--- config.mk ---
export PLATFORM = sky130hd
export DESIGN_NAME = sig_control
export DESIGN_NICKNAME = d
export VERILOG_FILES = /design/src/rtl/sig_control.sv
export SDC_FILE = /design/constraint.sdc
export NUM_CORES = 1
export LEC_CHECK = 0
export CAP_MARGIN = 40
export CORE_AREA = 2 2 39 41
export CTS_CLUSTER_SIZE = 10
export DETAILED_ROUTE_END_ITERATION = 16
export DIE_AREA = 0 0 41 43
export PLACE_DENSITY = 0.62
export SETUP_SLACK_MARGIN = 0.15
export SLEW_MARGIN = 20
export SYNTH_ARGS = -nofsm -noshare
export SYNTH_HDL_FRONTEND = slang
export SYNTH_SLANG_ARGS = --single-unit
export TNS_END_PERCENT = 10
--- constraint.sdc ---
create_clock -name clock -period 2.9 [get_ports clock]
set_clock_uncertainty 0.2 [all_clocks]
set_input_delay 0.58 -clock clock [delete_from_list [all_inputs] [get_ports clock]]
set_output_delay 0.58 -clock clock [all_outputs]
set_load 0.02 [all_outputs]
--- src/rtl/sig_control.sv ---
// Moore traffic-light controller for a highway / country-road crossing.
// The highway rests on green. A car on the country road starts the yellow, all-red, country-green sequence.
module sig_control #(
    parameter int Y2R_DELAY = 3,
    parameter int R2G_DELAY = 2
) (
    input  logic       clock,
    input  logic       clear,
    input  logic       X,
    output logic [1:0] hwy,
    output logic [1:0] cntry,
    output logic [2:0] o_state
);

    localparam int MAX_DELAY = (Y2R_DELAY > R2G_DELAY) ? Y2R_DELAY : R2G_DELAY;
    localparam int CW        = $clog2(MAX_DELAY) + 1;

    localparam logic [CW-1:0] Y2R_LAST = CW'(Y2R_DELAY - 1);
    localparam logic [CW-1:0] R2G_LAST = CW'(R2G_DELAY - 1);

    localparam logic [1:0] LAMP_RED    = 2'd0;
    localparam logic [1:0] LAMP_YELLOW = 2'd1;
    localparam logic [1:0] LAMP_GREEN  = 2'd2;

    typedef enum logic [2:0] {
        S0 = 3'd0,
        S1 = 3'd1,
        S2 = 3'd2,
        S3 = 3'd3,
        S4 = 3'd4
    } state_t;

    state_t        r_state;
    state_t        w_next;
    logic [CW-1:0] r_count;
    logic [CW-1:0] w_count_next;

    always_ff @(posedge clock or negedge clear) begin
        if (!clear) begin
            r_state <= S0;
            r_count <= '0;
        end else begin
            r_state <= w_next;
            r_count <= w_count_next;
        end
    end

    // The counter only advances while a timed state is dwelling; every exit reloads it with zero.
    always_comb begin
        w_next       = r_state;
        w_count_next = '0;
        hwy          = LAMP_GREEN;
        cntry        = LAMP_RED;
        case (r_state)
            S0: begin
                if (X) begin
                    w_next = S1;
                end
            end
            S1: begin
                hwy = LAMP_YELLOW;
                if (r_count == Y2R_LAST) begin
                    w_next = S2;
                end else begin
                    w_count_next = r_count + CW'(1);
                end
            end
            S2: begin
                hwy = LAMP_RED;
                if (r_count == R2G_LAST) begin
                    w_next = S3;
                end else begin
                    w_count_next = r_count + CW'(1);
                end
            end
            S3: begin
                hwy   = LAMP_RED;
                cntry = LAMP_GREEN;
                if (!X) begin
                    w_next = S4;
                end
            end
            S4: begin
                hwy   = LAMP_RED;
                cntry = LAMP_YELLOW;
                if (r_count == Y2R_LAST) begin
                    w_next = S0;
                end else begin
                    w_count_next = r_count + CW'(1);
                end
            end
            default: begin
                w_next = S0;
            end
        endcase
    end

    assign o_state = r_state;

endmodule

# Word level (Yosys, flattened, before mapping)
# Index checks and enable logic that the tools add are counted.
dict set report classes {
  addsub 1
  n_eq_ne 11
  n_mux 11
  reduce_logical 4
}
# op count
set ops {}
lappend ops {{$mux W3} 7}
lappend ops {{$pmux W3 S5} 1}
lappend ops {{$ne A2 B2 Y1 const B} 5}
lappend ops {{$eq A3 B2 Y1 const B} 3}
lappend ops {{$pmux W2 S2} 2}
lappend ops {{$eq A3 B1 Y1 const B} 2}
lappend ops {{$pmux W3 S2} 1}
lappend ops {{$reduce_and A5 Y1} 1}
lappend ops {{$add A3 B1 Y3 const B} 1}
lappend ops {{$eq A3 B3 Y1 const B} 1}
lappend ops {{$logic_not A3 Y1} 1}
lappend ops {{$reduce_or A3 Y1} 1}
lappend ops {{$reduce_or A2 Y1} 1}
dict set report totals {
  register_bits 6
  inputBits 3
  output_inout_bits 7
  word_cells 29
}

# Logic depth before layout (Yosys ltp)
dict set report logic_depth {
  word_depth 3
  mapped_depth 4
  mapped_depth_nobuf 3
}

# Worst setup path before layout
# No wires, ideal clock.
dict set report synth_path {
  kind {register to output}
  start {register r_state[1], in the netlist o_state[1]}
  end {output port hwy[1]}
  arrival_time_ns 1.155
  required_ns 2.120
  path_slack_ns 0.965
  path_stages_with_launch 4
  n_path_buf 1
  path_cell_list {dfrtp_1 buf_4 nor2_1 xnor2_1}
}
dict set report synth_between {
  elab_chain_len 3
  word_cells_on_any_way 6
  cone_classes {eq/ne (4); mux (1); reduce/logical (1)}
}
# item line
set synth_rtl {}
lappend synth_rtl {{start: declaration} 33} ;# state_t r_state;
lappend synth_rtl {{start signal: assignment} 43} ;# r_state <= w_next;
lappend synth_rtl {{$eq A3 B3 Y1 / $eq A3 B2 Y1 (equally long branches)} 54} ;# case (r_state)
lappend synth_rtl {{$reduce_or A3 Y1 (no line)} -}
lappend synth_rtl {{$pmux W2 S2 *} 54}
lappend synth_rtl {{end: declaration} 10} ;# output logic [1:0] hwy,
# Mark *: on every way between the ends. The rest lies on a longest branch, timed or not.

# Final worst setup path
# Ends and elaborated chain as after synthesis.

==> impl_summary.log <==
INFO  metric post-synth-top-area-fraction = 0.381
INFO  metric total_buffers_and_inverters_traversed_by_the_critical_path = 1
INFO  metric pin_count_of_the_biggest_net_entering_global_routing = 14
INFO  metric drc = 0
INFO  metric p_total = 0.000566 W
INFO  metric initial_utilization = 0.285
INFO  metric setup_total_negative_slack = 0 ns
INFO  metric core_region = 1380 um^2
INFO  metric via_count_of_the_first_global_routing_pass = 327
INFO  metric run_status = complete, no violations
INFO  metric mappedNetlistNets = 45
INFO  metric synthesis.instances = 42
INFO  metric worstPathCellList = nor2_1, xnor2_1, clkdlybuf4s50_1
INFO  metric multi_input_comb_area = 218 um^2
INFO  metric num_antenna_cells = 0
INFO  metric timing.slew.headroom = 0.681
INFO  metric crit_fanout = 13
INFO  metric routedWlPerCell = 11.6 um
INFO  metric setup.worst_path.class = reg -> out
INFO  metric cts_inserted_buffers = 3
INFO  metric placement_rows = 14
INFO  metric place_congestion = 0.706
INFO  metric timing.final.max_slew_violations = 0
INFO  metric reg2reg_to = o_state[0]$_DFFE_PN0P_
INFO  metric iteration_0_drc_markers = 8
INFO  metric cts_num_sinks = 6
INFO  metric dieArea = 1760 um^2
INFO  metric setup_viol_count_final = 0
INFO  metric regArea = 150 um^2
INFO  metric clk_pin_slew = 0.05 ns
INFO  metric io_buffer_count = 9
INFO  metric postSynthAreaPerCell = 9.38 um^2
INFO  metric yosys.cell_types.count = 22
INFO  metric rr_worst_depth = 3
INFO  metric synth_area_leader_cell = sky130_fd_sc_hd__dfrtp_1
INFO  metric worst_min_delay_path_class = reg -> reg
INFO  metric global_route.usage.total = 0.118
INFO  metric fmaxAchievable = 0.396 GHz
INFO  metric irDropWorstVdd = 0.271 mV
INFO  metric syn2layout_area_growth = 29.8%
INFO  metric stages_on_worst_setup_path = 3
INFO  metric route.detailed.vias_per_inst = 4.85
INFO  metric finalInstanceArea = 512 um^2
INFO  metric number_of_setup_buffers_added_after_cts = 0
INFO  metric power.density = 1110 nW/um^2
INFO  metric die-width = 41 um
INFO  metric layout-drive-gt1-share = 0.115
INFO  metric ys.warnings.count = 0
INFO  metric fillers = 146
INFO  metric crit-reg2reg-launch = o_state[1]$_DFFE_PN0P_
INFO  metric arrival_time_of_the_worst_setup_path = 1.74 ns
INFO  metric required_time_of_the_worst_setup_path = 2.12 ns
INFO  metric first_pass_grt_wire_length = 1.36 mm
INFO  metric final_cycle_share = 0.870
INFO  metric leakage = 0.203 nW
INFO  metric detailed_place.area = 489 um^2
INFO  metric slowest_stage = sky130_fd_sc_hd__dfrtp_1
INFO  metric path_delay_family = flip-flops
INFO  metric vias = 330
INFO  metric drtPass1Iterations = 4
INFO  metric utilization = 0.370
INFO  metric clk_path_buf_depth = 2
INFO  metric synthesis.area = 394 um^2
INFO  metric htreeDepth = 1
INFO  metric post_route_antenna_net_violation_count = 0
INFO  metric worst_path_largest_cell_delay = 0.63 ns
INFO  metric synth.ff_latch_count = 6
INFO  metric synth_area_leaders = sky130_fd_sc_hd__dfrtp_1, sky130_fd_sc_hd__xnor2_1, sky130_fd_sc_hd__a21oi_1
INFO  metric sequential_fraction_of_the_synthesis_area = 0.381
INFO  metric floorplan.io_pins = 10
INFO  metric root_buffer = sky130_fd_sc_hd__clkbuf_4
INFO  metric worst_setup_path_endpoint = hwy[1]
INFO  metric worst_slew_pin_slew = 0.479 ns
INFO  metric maxCapViolCount = 0
INFO  metric worst-r2r-setup-slack = 1.47 ns
INFO  metric timing.final.crit_period = 2.52 ns
INFO  metric antenna_violations_before_repair = 0
INFO  metric cts_tree = built
INFO  metric clk_latency = 0.24 ns
INFO  metric hold_violations = 0
INFO  metric setup.worst_path.end_class = output port
INFO  metric worstSetupStartpoint = o_state[1]$_DFFE_PN0P_
INFO  metric route.final.wire_length = 792 um
INFO  metric die_height = 43 um
INFO  metric cts-hold-fix-buffers = 0
INFO  metric nNetsFinal = 57
INFO  metric worst_setup_path_start_kind = flip-flop
INFO  metric post-dp-hpwl = 609 um
INFO  metric postCtsResizedCells = 0
INFO  metric rsz0062_at_grt = false
INFO  metric grt_overflow_total = 0
layer usage:
metal,track usage,up-vias,routed length (um)
li1,-,165,-
met1,0.158,153,361
met2,0.159,10,373
met3,0.0157,2,45
met4,0.100,0,11
met5,0,-,0
cells in the final DEF (no fill, tap or decap), types with 3 or more instances in the layout:
| master | count |
|---|---|
| sky130_fd_sc_hd__a21oi_1 | 4 |
| sky130_fd_sc_hd__clkbuf_4 | 3 |
| sky130_fd_sc_hd__clkdlybuf4s50_1 | 9 |
| sky130_fd_sc_hd__dfrtp_1 | 6 |
| sky130_fd_sc_hd__inv_1 | 3 |
| sky130_fd_sc_hd__nand2_1 | 3 |
| sky130_fd_sc_hd__nor2_1 | 3 |
| sky130_fd_sc_hd__xnor2_1 | 3 |
layout make-up:
type	instances	share of cell area
tap	16	0.0391
timing repair buffer	9	0.176
clock buffer	3	0.0440
inverter	3	0.0220
sequential	6	0.293
multi-input combinational	31	0.425
worst min-delay path by stage:
stage / from / to / depth (start not counted)
6_report: r_count[0]$_DFF_PN0_ / r_count[0]$_DFF_PN0_ / 1
5_1_grt: r_count[0]$_DFF_PN0_ / r_count[0]$_DFF_PN0_ / 1
4_1_cts: r_count[0]$_DFF_PN0_ / r_count[0]$_DFF_PN0_ / 1
3_5_place_dp: r_count[0]$_DFF_PN0_ / r_count[0]$_DFF_PN0_ / 1
3_3_place_gp: r_count[0]$_DFF_PN0_ / r_count[0]$_DFF_PN0_ / 1
2_1_floorplan: clear / o_state[0]$_DFFE_PN0P_ / 0
cells by family after synthesis:
| family | Yosys count | share of synthesized area |
|---|---|---|
| AOI/OAI and AO/OA | 10 | 0.162 |
| xor gates and xnor gates | 4 | 0.0889 |
| buffers and inverters | 5 | 0.0667 |
| DFF | 6 | 0.381 |
| muxes | 1 | 0.0254 |
| and+or+nand+nor | 16 | 0.276 |
synthesized netlist by cell type:
cell type / count
sky130_fd_sc_hd__dfrtp_1: 6
sky130_fd_sc_hd__a311oi_1: 1
sky130_fd_sc_hd__nand3_1: 1
sky130_fd_sc_hd__buf_4: 2
sky130_fd_sc_hd__nor3b_4: 1
sky130_fd_sc_hd__o21ai_0: 2
sky130_fd_sc_hd__nor2b_1: 2
sky130_fd_sc_hd__o32ai_1: 1
sky130_fd_sc_hd__a211oi_1: 1
sky130_fd_sc_hd__xor2_1: 1
sky130_fd_sc_hd__nor2_1: 3
sky130_fd_sc_hd__inv_1: 3
sky130_fd_sc_hd__and2_1: 1
sky130_fd_sc_hd__nor3b_2: 1
sky130_fd_sc_hd__a21oi_1: 4
sky130_fd_sc_hd__and2b_1: 1
sky130_fd_sc_hd__nand2b_1: 2
sky130_fd_sc_hd__mux2i_1: 1
sky130_fd_sc_hd__nand2_1: 3
sky130_fd_sc_hd__xnor2_1: 3
sky130_fd_sc_hd__o2bb2ai_1: 1
sky130_fd_sc_hd__or3b_4: 1
sequential cells by signal (all words and copies together) (netlist names):
register / cells
o_state: 3
r_count: 3
report_power, final:
part | switching (W) | leakage (nW) | internal (W)
clock | 0.0000297 | 0.0138 | 0.0000468
sequential | 0.0000691 | 0.0770 | 0.000115
combinational | 0.000144 | 0.113 | 0.000162
total | 0.000243 | 0.203 | 0.000323
stage by stage:
stage	cells	worst slack (ns)	hold WS [ns]
after floorplan	42	0.965	0.0844
after global placement	65	0.642	0.305
after detailed placement	65	0.612	0.308
after CTS	68	0.355	0.315
after global routing	68	0.225	0.323
final	68	0.376	0.321
Note: power is estimated with default switching activity, not from simulation.
